File: config.mk
export PLATFORM = sky130hd
export DESIGN_NAME = inverse_kronecker
export DESIGN_NICKNAME = d
export VERILOG_FILES = /design/src/rtl/inverse_kronecker_pkg.sv /design/src/rtl/idct_odd_part.sv /design/src/rtl/inverse_kronecker.sv
export SDC_FILE = /design/constraint.sdc
export NUM_CORES = 2
export LEC_CHECK = 0
export ABC_AREA = 1
export BUFFER_PORTS_ARGS = -buffer_cell sky130_fd_sc_hd__buf_2
export CELL_PAD_IN_SITES_DETAIL_PLACEMENT = 0
export CELL_PAD_IN_SITES_GLOBAL_PLACEMENT = 1
export CORE_AREA = 5 5 404 406
export DETAILED_ROUTE_END_ITERATION = 12
export DIE_AREA = 0 0 409 411
export PLACE_DENSITY = 0.86
export SYNTH_ARGS = -nofsm -noshare
export SYNTH_HDL_FRONTEND = slang
export SYNTH_SLANG_ARGS = --single-unit
File: constraint.sdc
create_clock -name i_clk -period 18.85 [get_ports i_clk]
set_input_delay 1.885 -clock i_clk [delete_from_list [all_inputs] [get_ports i_clk]]
set_output_delay 1.885 -clock i_clk [all_outputs]
set_load 0.05 [all_outputs]
File: src/rtl/inverse_kronecker_pkg.sv
// inverse_kronecker_pkg
// Shared constants, widths and helpers for the 8-point inverse transform.
// Holds the 7 distinct coefficient magnitudes, the datapath widths,
// the rounding/shift/saturation constants and the small arithmetic
// helpers used by both the top level and the odd-part sub-module.
package inverse_kronecker_pkg;

    localparam int IN_W   = 12;
    localparam int OUT_W  = 8;
    localparam int PROD_W = 20;
    localparam int ACC_W  = 22;

    localparam logic signed [PROD_W-1:0] C64 = 20'sd64;
    localparam logic signed [PROD_W-1:0] C89 = 20'sd89;
    localparam logic signed [PROD_W-1:0] C83 = 20'sd83;
    localparam logic signed [PROD_W-1:0] C75 = 20'sd75;
    localparam logic signed [PROD_W-1:0] C50 = 20'sd50;
    localparam logic signed [PROD_W-1:0] C36 = 20'sd36;
    localparam logic signed [PROD_W-1:0] C18 = 20'sd18;

    localparam logic signed [ACC_W-1:0] ROUND   = 22'sd256;
    localparam int                      SHIFT   = 9;
    localparam logic signed [ACC_W-1:0] SAT_MAX = 22'sd127;
    localparam logic signed [ACC_W-1:0] SAT_MIN = -22'sd128;

    typedef struct packed {
        logic signed [OUT_W-1:0] val;
        logic                    clip;
    } sat_t;

    // Coefficient magnitudes are all positive; signs are applied in the sums.
    function automatic logic signed [PROD_W-1:0] mul_c(
        input logic signed [IN_W-1:0]   x,
        input logic signed [PROD_W-1:0] c
    );
        logic signed [PROD_W-1:0] xe;
        xe = {{(PROD_W-IN_W){x[IN_W-1]}}, x};
        return xe * c;
    endfunction

    function automatic logic signed [ACC_W-1:0] ext(input logic signed [PROD_W-1:0] p);
        return {{(ACC_W-PROD_W){p[PROD_W-1]}}, p};
    endfunction

    // Floor shift (arithmetic) after adding half an LSB, then clip to 8 bits.
    function automatic sat_t round_sat(input logic signed [ACC_W-1:0] acc);
        logic signed [ACC_W-1:0] r;
        sat_t                    res;
        r = (acc + ROUND) >>> SHIFT;
        if (r > SAT_MAX) begin
            res.val  = SAT_MAX[OUT_W-1:0];
            res.clip = 1'b1;
        end else if (r < SAT_MIN) begin
            res.val  = SAT_MIN[OUT_W-1:0];
            res.clip = 1'b1;
        end else begin
            res.val  = r[OUT_W-1:0];
            res.clip = 1'b0;
        end
        return res;
    endfunction

endpackage

File: src/rtl/idct_odd_part.sv
// idct_odd_part
// Odd half of the inverse transform: O[0..3] from X1/X3/X5/X7.
// Stage 1 registers the 16 products, stage 2 registers the four sums.
// Ports: i_clk, i_rst (async, active high), i_en (advance enable),
//        i_x1/i_x3/i_x5/i_x7 (12-bit signed), o_odd0..3 (22-bit signed).
module idct_odd_part
    import inverse_kronecker_pkg::*;
(
    input  logic                    i_clk,
    input  logic                    i_rst,
    input  logic                    i_en,
    input  logic signed [IN_W-1:0]  i_x1,
    input  logic signed [IN_W-1:0]  i_x3,
    input  logic signed [IN_W-1:0]  i_x5,
    input  logic signed [IN_W-1:0]  i_x7,
    output logic signed [ACC_W-1:0] o_odd0,
    output logic signed [ACC_W-1:0] o_odd1,
    output logic signed [ACC_W-1:0] o_odd2,
    output logic signed [ACC_W-1:0] o_odd3
);

    // p<k>[n] holds |M[k][n]| * X<k>
    logic signed [PROD_W-1:0] p1 [4];
    logic signed [PROD_W-1:0] p3 [4];
    logic signed [PROD_W-1:0] p5 [4];
    logic signed [PROD_W-1:0] p7 [4];

    always_ff @(posedge i_clk or posedge i_rst) begin
        if (i_rst) begin
            for (int i = 0; i < 4; i++) begin
                p1[i] <= '0;
                p3[i] <= '0;
                p5[i] <= '0;
                p7[i] <= '0;
            end
        end else if (i_en) begin
            p1[0] <= mul_c(i_x1, C89); p1[1] <= mul_c(i_x1, C75);
            p1[2] <= mul_c(i_x1, C50); p1[3] <= mul_c(i_x1, C18);
            p3[0] <= mul_c(i_x3, C75); p3[1] <= mul_c(i_x3, C18);
            p3[2] <= mul_c(i_x3, C89); p3[3] <= mul_c(i_x3, C50);
            p5[0] <= mul_c(i_x5, C50); p5[1] <= mul_c(i_x5, C89);
            p5[2] <= mul_c(i_x5, C18); p5[3] <= mul_c(i_x5, C75);
            p7[0] <= mul_c(i_x7, C18); p7[1] <= mul_c(i_x7, C50);
            p7[2] <= mul_c(i_x7, C75); p7[3] <= mul_c(i_x7, C89);
        end
    end

    always_ff @(posedge i_clk or posedge i_rst) begin
        if (i_rst) begin
            o_odd0 <= '0;
            o_odd1 <= '0;
            o_odd2 <= '0;
            o_odd3 <= '0;
        end else if (i_en) begin
            o_odd0 <= ext(p1[0]) + ext(p3[0]) + ext(p5[0]) + ext(p7[0]);
            o_odd1 <= ext(p1[1]) - ext(p3[1]) - ext(p5[1]) - ext(p7[1]);
            o_odd2 <= ext(p1[2]) - ext(p3[2]) + ext(p5[2]) + ext(p7[2]);
            o_odd3 <= ext(p1[3]) - ext(p3[3]) + ext(p5[3]) - ext(p7[3]);
        end
    end

endmodule

File: src/rtl/inverse_kronecker.sv
// inverse_kronecker
// 8-point inverse transform of one coefficient row per cycle, 3-stage
// pipeline with a single global advance enable (en = !o_valid || i_ready).
// Ports: i_clk, i_rst (async, active high); i_valid/o_ready/i_data0..7
//        input row handshake (12-bit signed coefficients); o_valid/i_ready/
//        o_data0..7 output row handshake (8-bit signed samples); o_last marks
//        the 8th row of a block; o_sat flags a clipped sample in the row.
module inverse_kronecker
    import inverse_kronecker_pkg::*;
(
    input  logic                    i_clk,
    input  logic                    i_rst,
    input  logic                    i_valid,
    output logic                    o_ready,
    input  logic signed [IN_W-1:0]  i_data0,
    input  logic signed [IN_W-1:0]  i_data1,
    input  logic signed [IN_W-1:0]  i_data2,
    input  logic signed [IN_W-1:0]  i_data3,
    input  logic signed [IN_W-1:0]  i_data4,
    input  logic signed [IN_W-1:0]  i_data5,
    input  logic signed [IN_W-1:0]  i_data6,
    input  logic signed [IN_W-1:0]  i_data7,
    output logic                    o_valid,
    input  logic                    i_ready,
    output logic signed [OUT_W-1:0] o_data0,
    output logic signed [OUT_W-1:0] o_data1,
    output logic signed [OUT_W-1:0] o_data2,
    output logic signed [OUT_W-1:0] o_data3,
    output logic signed [OUT_W-1:0] o_data4,
    output logic signed [OUT_W-1:0] o_data5,
    output logic signed [OUT_W-1:0] o_data6,
    output logic signed [OUT_W-1:0] o_data7,
    output logic                    o_last,
    output logic                    o_sat
);

    logic                     en;
    logic                     v1, v2;
    logic signed [PROD_W-1:0] pe0, pe4, pe2a, pe2b, pe6a, pe6b;
    logic signed [ACC_W-1:0]  ev  [4];
    logic signed [ACC_W-1:0]  od  [4];
    logic signed [ACC_W-1:0]  sum [8];
    sat_t                     rs  [8];
    logic                     clip_any;
    logic signed [OUT_W-1:0]  y_q [8];
    logic [2:0]               row_cnt;

    assign en      = !o_valid || i_ready;
    assign o_ready = en;
    assign o_last  = o_valid && (row_cnt == 3'd7);

    // S1: even products (odd products live in the sub-module)
    always_ff @(posedge i_clk or posedge i_rst) begin
        if (i_rst) begin
            v1   <= 1'b0;
            pe0  <= '0;
            pe4  <= '0;
            pe2a <= '0;
            pe2b <= '0;
            pe6a <= '0;
            pe6b <= '0;
        end else if (en) begin
            v1   <= i_valid;
            pe0  <= mul_c(i_data0, C64);
            pe4  <= mul_c(i_data4, C64);
            pe2a <= mul_c(i_data2, C83);
            pe2b <= mul_c(i_data2, C36);
            pe6a <= mul_c(i_data6, C83);
            pe6b <= mul_c(i_data6, C36);
        end
    end

    // S2: even sums
    always_ff @(posedge i_clk or posedge i_rst) begin
        if (i_rst) begin
            v2 <= 1'b0;
            for (int i = 0; i < 4; i++) ev[i] <= '0;
        end else if (en) begin
            v2    <= v1;
            ev[0] <= ext(pe0) + ext(pe2a) + ext(pe4) + ext(pe6b);
            ev[1] <= ext(pe0) + ext(pe2b) - ext(pe4) - ext(pe6a);
            ev[2] <= ext(pe0) - ext(pe2b) - ext(pe4) + ext(pe6a);
            ev[3] <= ext(pe0) - ext(pe2a) + ext(pe4) - ext(pe6b);
        end
    end

    idct_odd_part u_odd (
        .i_clk  (i_clk),
        .i_rst  (i_rst),
        .i_en   (en),
        .i_x1   (i_data1),
        .i_x3   (i_data3),
        .i_x5   (i_data5),
        .i_x7   (i_data7),
        .o_odd0 (od[0]),
        .o_odd1 (od[1]),
        .o_odd2 (od[2]),
        .o_odd3 (od[3])
    );

    // Butterfly: x[n] = E[n] + O[n], x[7-n] = E[n] - O[n]
    always_comb begin
        clip_any = 1'b0;
        for (int n = 0; n < 8; n++) begin
            sum[n] = '0;
            rs[n]  = '0;
        end
        for (int n = 0; n < 4; n++) begin
            sum[n]     = ev[n] + od[n];
            sum[7 - n] = ev[n] - od[n];
        end
        for (int n = 0; n < 8; n++) begin
            rs[n]    = round_sat(sum[n]);
            clip_any = clip_any | rs[n].clip;
        end
    end

    // S3: output registers
    always_ff @(posedge i_clk or posedge i_rst) begin
        if (i_rst) begin
            o_valid <= 1'b0;
            o_sat   <= 1'b0;
            for (int n = 0; n < 8; n++) y_q[n] <= '0;
        end else if (en) begin
            o_valid <= v2;
            o_sat   <= clip_any;
            for (int n = 0; n < 8; n++) y_q[n] <= rs[n].val;
        end
    end

    always_ff @(posedge i_clk or posedge i_rst) begin
        if (i_rst) begin
            row_cnt <= 3'd0;
        end else if (o_valid && i_ready) begin
            row_cnt <= row_cnt + 3'd1;
        end
    end

    assign o_data0 = y_q[0];
    assign o_data1 = y_q[1];
    assign o_data2 = y_q[2];
    assign o_data3 = y_q[3];
    assign o_data4 = y_q[4];
    assign o_data5 = y_q[5];
    assign o_data6 = y_q[6];
    assign o_data7 = y_q[7];

endmodule

==> metrics.md <==
| Metric | Value |
|---|---|
| CTS tree | yes |
| Most frequent cells in the layout | nand2_1 (1962), inv_1 (1667), ha_1 (1099) |
| Pre-Repair DR Iteration Count | 6 |
| Final min period | 5400 ps |
| Reg clk slew, reported paths | 60 ps |
| Global-route wire length before repair | 351000 µm |
| FMAX | 185 MHz |
| CP delay by family, top | compound AO/OA/AOI/OAI gates |
| Worst endpoint data arrival time | 5930 ps |
| DRC Markers | 0 |
| Syn avg cell area | 7.76 µm² |
| Placed cell areas | 72700 µm² |
| Commonest non-fill, non-tap cell in the layout | nand2_1 |
| RSZ-0062 raised after global routing | no |
| Post-Route WL | 228000 µm |
| Row count | 147 |
| Vias in the first global route | 59200 |
| M1 wire length | 101000 µm |
| Fraction of registers with async set/reset | 1.00 |
| Io pins | 168 |
| Die height | 411 µm |
| Dpl hpwl | 193000 µm |
| Metal3 WL | 11200 µm |
| WL met2 | 103000 µm |
| Wire per inst | 20.3 µm |
| Worst-margin pin slew | 1260 ps |
| CP max stage delay | 580 ps |
| Crit-path cells | inv_1 -> fa_1 -> fa_1 -> o31ai_1 -> a21oi_1 -> o21ai_2 -> a31oi_1 -> o21ai_1 -> nand3_1 -> nand2_1 -> xor2_1 -> inv_1 -> ha_1 -> nand2_1 -> inv_1 -> a221oi_1 -> nand3_1 -> nand2_1 -> inv_1 -> o21ai_0 -> nand3_1 -> nand3_1 -> o21ai_0 |
| Initial DRC count | 4385 |
| Crit path required time | 19380 ps |
| Routed vias | 59300 |
| Yosys warns | 0 |
| CTS root buf | clkbuf_16 |
| Post-DRT Antenna Nets | 0 |
| H-tree Lvls | 3 |
| Final TNS setup | 0 ps |
| MaxCap Viol Count | 0 |
| Mapped Area | 69500 µm² |
| Skew final | 33.8 ps |
| DIE WIDTH | 409 µm |
| Max Used Layer | met5 |
| Normalized max-slew margin | 0.149 |
| EDFF count, synth | 0 |
| Fin. Hold Viols | 0 |
| Initial Util | 0.436 |
| Synthesis-to-finish area growth | 8.38% |
| # setup viols final | 0 |
| Final Worst Setup Slack | 13450 ps |
| Post-Syn Instances | 8965 |
| Max Buffers Root-to-Sink | 3 |
| Global route overflow | 0 |
| CP bufs+invs | 4 |
| RePlAce Congestion | 0.990 |
| Crit-path slowest cell | fa_1 |
| Die ar. | 168000 µm² |
| Largest net degree at the start of global routing | 165 |
| Gr usage total | 0.270 |
| Average vias per placed instance | 5.27 |
| # resized after CTS | 0 |
| Crit Path Category | reg -> reg |
| FF+latch area | 15000 µm² |
| Cell area after layout | 75400 µm² |
| Share of cells above drive strength 1 | 0.0512 |
| Most common flop cell mapped by yosys | dfrtp_1 |
| Dpl ws | 12960 ps |
| Post-CTS setup buffer count | 0 |
| Fill cells | 15800 |
| Core box area | 159000 µm² |
| Status | finished, final reports clean |
| CP startpoint kind | flop |
| Register area share after synthesis | 0.216 |
| IO buf count | 167 |
| Syn_nets | 10700 |
| Multi-input gate area in the final layout | 47700 µm² |
| CTS buffer count | 77 |
| Critical path endpoint category | flop |
| Post-CTS Hold Fix Bufs | 0 |
| CTS Sinks | 601 |
| Worst Hold Class | reg -> reg |
| Yosys cell types | 61 |
| FF+latch count, synth | 601 |
| Max Slew Vio Count | 0 |
| Period utilization | 0.286 |
| Worst-path fanout max | 5 |
| Nets | 10800 |
| Clock Latency Late Sink | 700 ps |
| Initial antenna violation count | 11 |
==> final cells by class <==
class	count	area share
multi-input cells	6553	0.633
flip-flops and latches	601	0.200
inverters	1679	0.0838
well taps	2086	0.0346
clock buffers	96	0.0283
repair buffers	186	0.0136
clock inverters	45	0.00696
diodes	4	0.000133
==> per-layer routing <==
layer  vias up  track usage
li1      29200            -
met1     28300        0.358
met2      1484        0.443
met3       352       0.0343
met4         2        0.123
met5         -            0
==> flip-flops by register name (all words and copies together) (netlist names), 3 cells and up <==
register / flops
u_odd.o_odd3: 22
row_cnt: 3
ev: 86
o_data3: 8
u_odd.p5: 65
pe6a: 20
o_data7: 8
pe6b: 16
u_odd.o_odd1: 22
u_odd.p1: 65
pe4: 12
o_data1: 8
o_data6: 8
o_data2: 8
u_odd.o_odd2: 22
pe2a: 20
o_data4: 8
pe2b: 16
u_odd.p3: 65
o_data0: 8
u_odd.p7: 65
pe0: 12
o_data5: 8
u_odd.o_odd0: 22
==> per-stage QoR <==
| stage | utilization | instances | hold slack [ps] |
|---|---|---|---|
| global route | 0.473 | 11200 | 489 |
| floorplan | - | 8965 | 440 |
| global placement | 0.456 | 11100 | 447 |
| CTS | 0.473 | 11200 | 467 |
| detailed placement | 0.456 | 11100 | 453 |
| finish | 0.473 | 11300 | 471 |
==> synthesized netlist by cell type (all sizes together) (3+ instances only) <==
master   number  area share
a21oi       716       0.052
clkbuf      127      0.0069
nand3       326       0.024
a22oi         4     0.00043
o2111ai      17      0.0021
xor2        112       0.014
mux2          5     0.00081
a31o          9      0.0011
a221oi        3     0.00038
and2         20      0.0018
o21bai       52      0.0057
o22ai        61      0.0055
nand3b       11      0.0014
o211ai       14      0.0015
a22o          4     0.00050
or2          81      0.0073
nor3b         4     0.00043
nor4         16      0.0014
nand2      1988        0.11
fa          525        0.15
nor3         61      0.0045
o31ai        16      0.0018
nor2        480       0.026
a21boi       14      0.0015
o21ai       661       0.048
a21o         30      0.0032
ha         1099        0.20
nand4        65      0.0058
dfrtp       601        0.22
a31oi        56      0.0050
a211oi        8     0.00086
o22a         14      0.0018
buf           5     0.00031
o21a         11      0.0012
and3          6     0.00054
inv        1677       0.091
xnor2        59      0.0074
==> worst paths after layout <==
| check | endpoint | cells past startpoint | from | slack [ps] |
|---|---|---|---|---|
| worst max-delay path | u_odd.o_odd3[20]$_DFFE_PP0P_ | 23 | u_odd.p1[40]$_DFFE_PP0P_ | 13450 |
| worst min-delay path | o_valid$_DFFE_PP0P_ | 1 | v2$_DFFE_PP0P_ | 470 |
| worst max register to register | u_odd.o_odd3[20]$_DFFE_PP0P_ | 23 | u_odd.p1[40]$_DFFE_PP0P_ | 13450 |
| worst min register to register | o_valid$_DFFE_PP0P_ | 1 | v2$_DFFE_PP0P_ | 470 |
| max in group asynchronous | u_odd.p3[65]$_DFFE_PP0P_ | 6 | i_rst | 13890 |
| min in group asynchronous | o_sat$_DFFE_PP0P_ | 2 | i_rst | 1290 |
==> kinds of logic after synthesis <==
logic type | synth area share
AO/OA/AOI/OAI | 0.133
XOR/XNOR | 0.0216
adder cells (fa/ha/maj) | 0.349
buffers and inverters | 0.0978
flip-flops | 0.216
multiplexers | 0.000810
AND/OR/NAND/NOR | 0.182
Power is left out: the tool's default activity adds up to more than one toggle a clock period on the data nets, which glitch-free logic cannot reach.
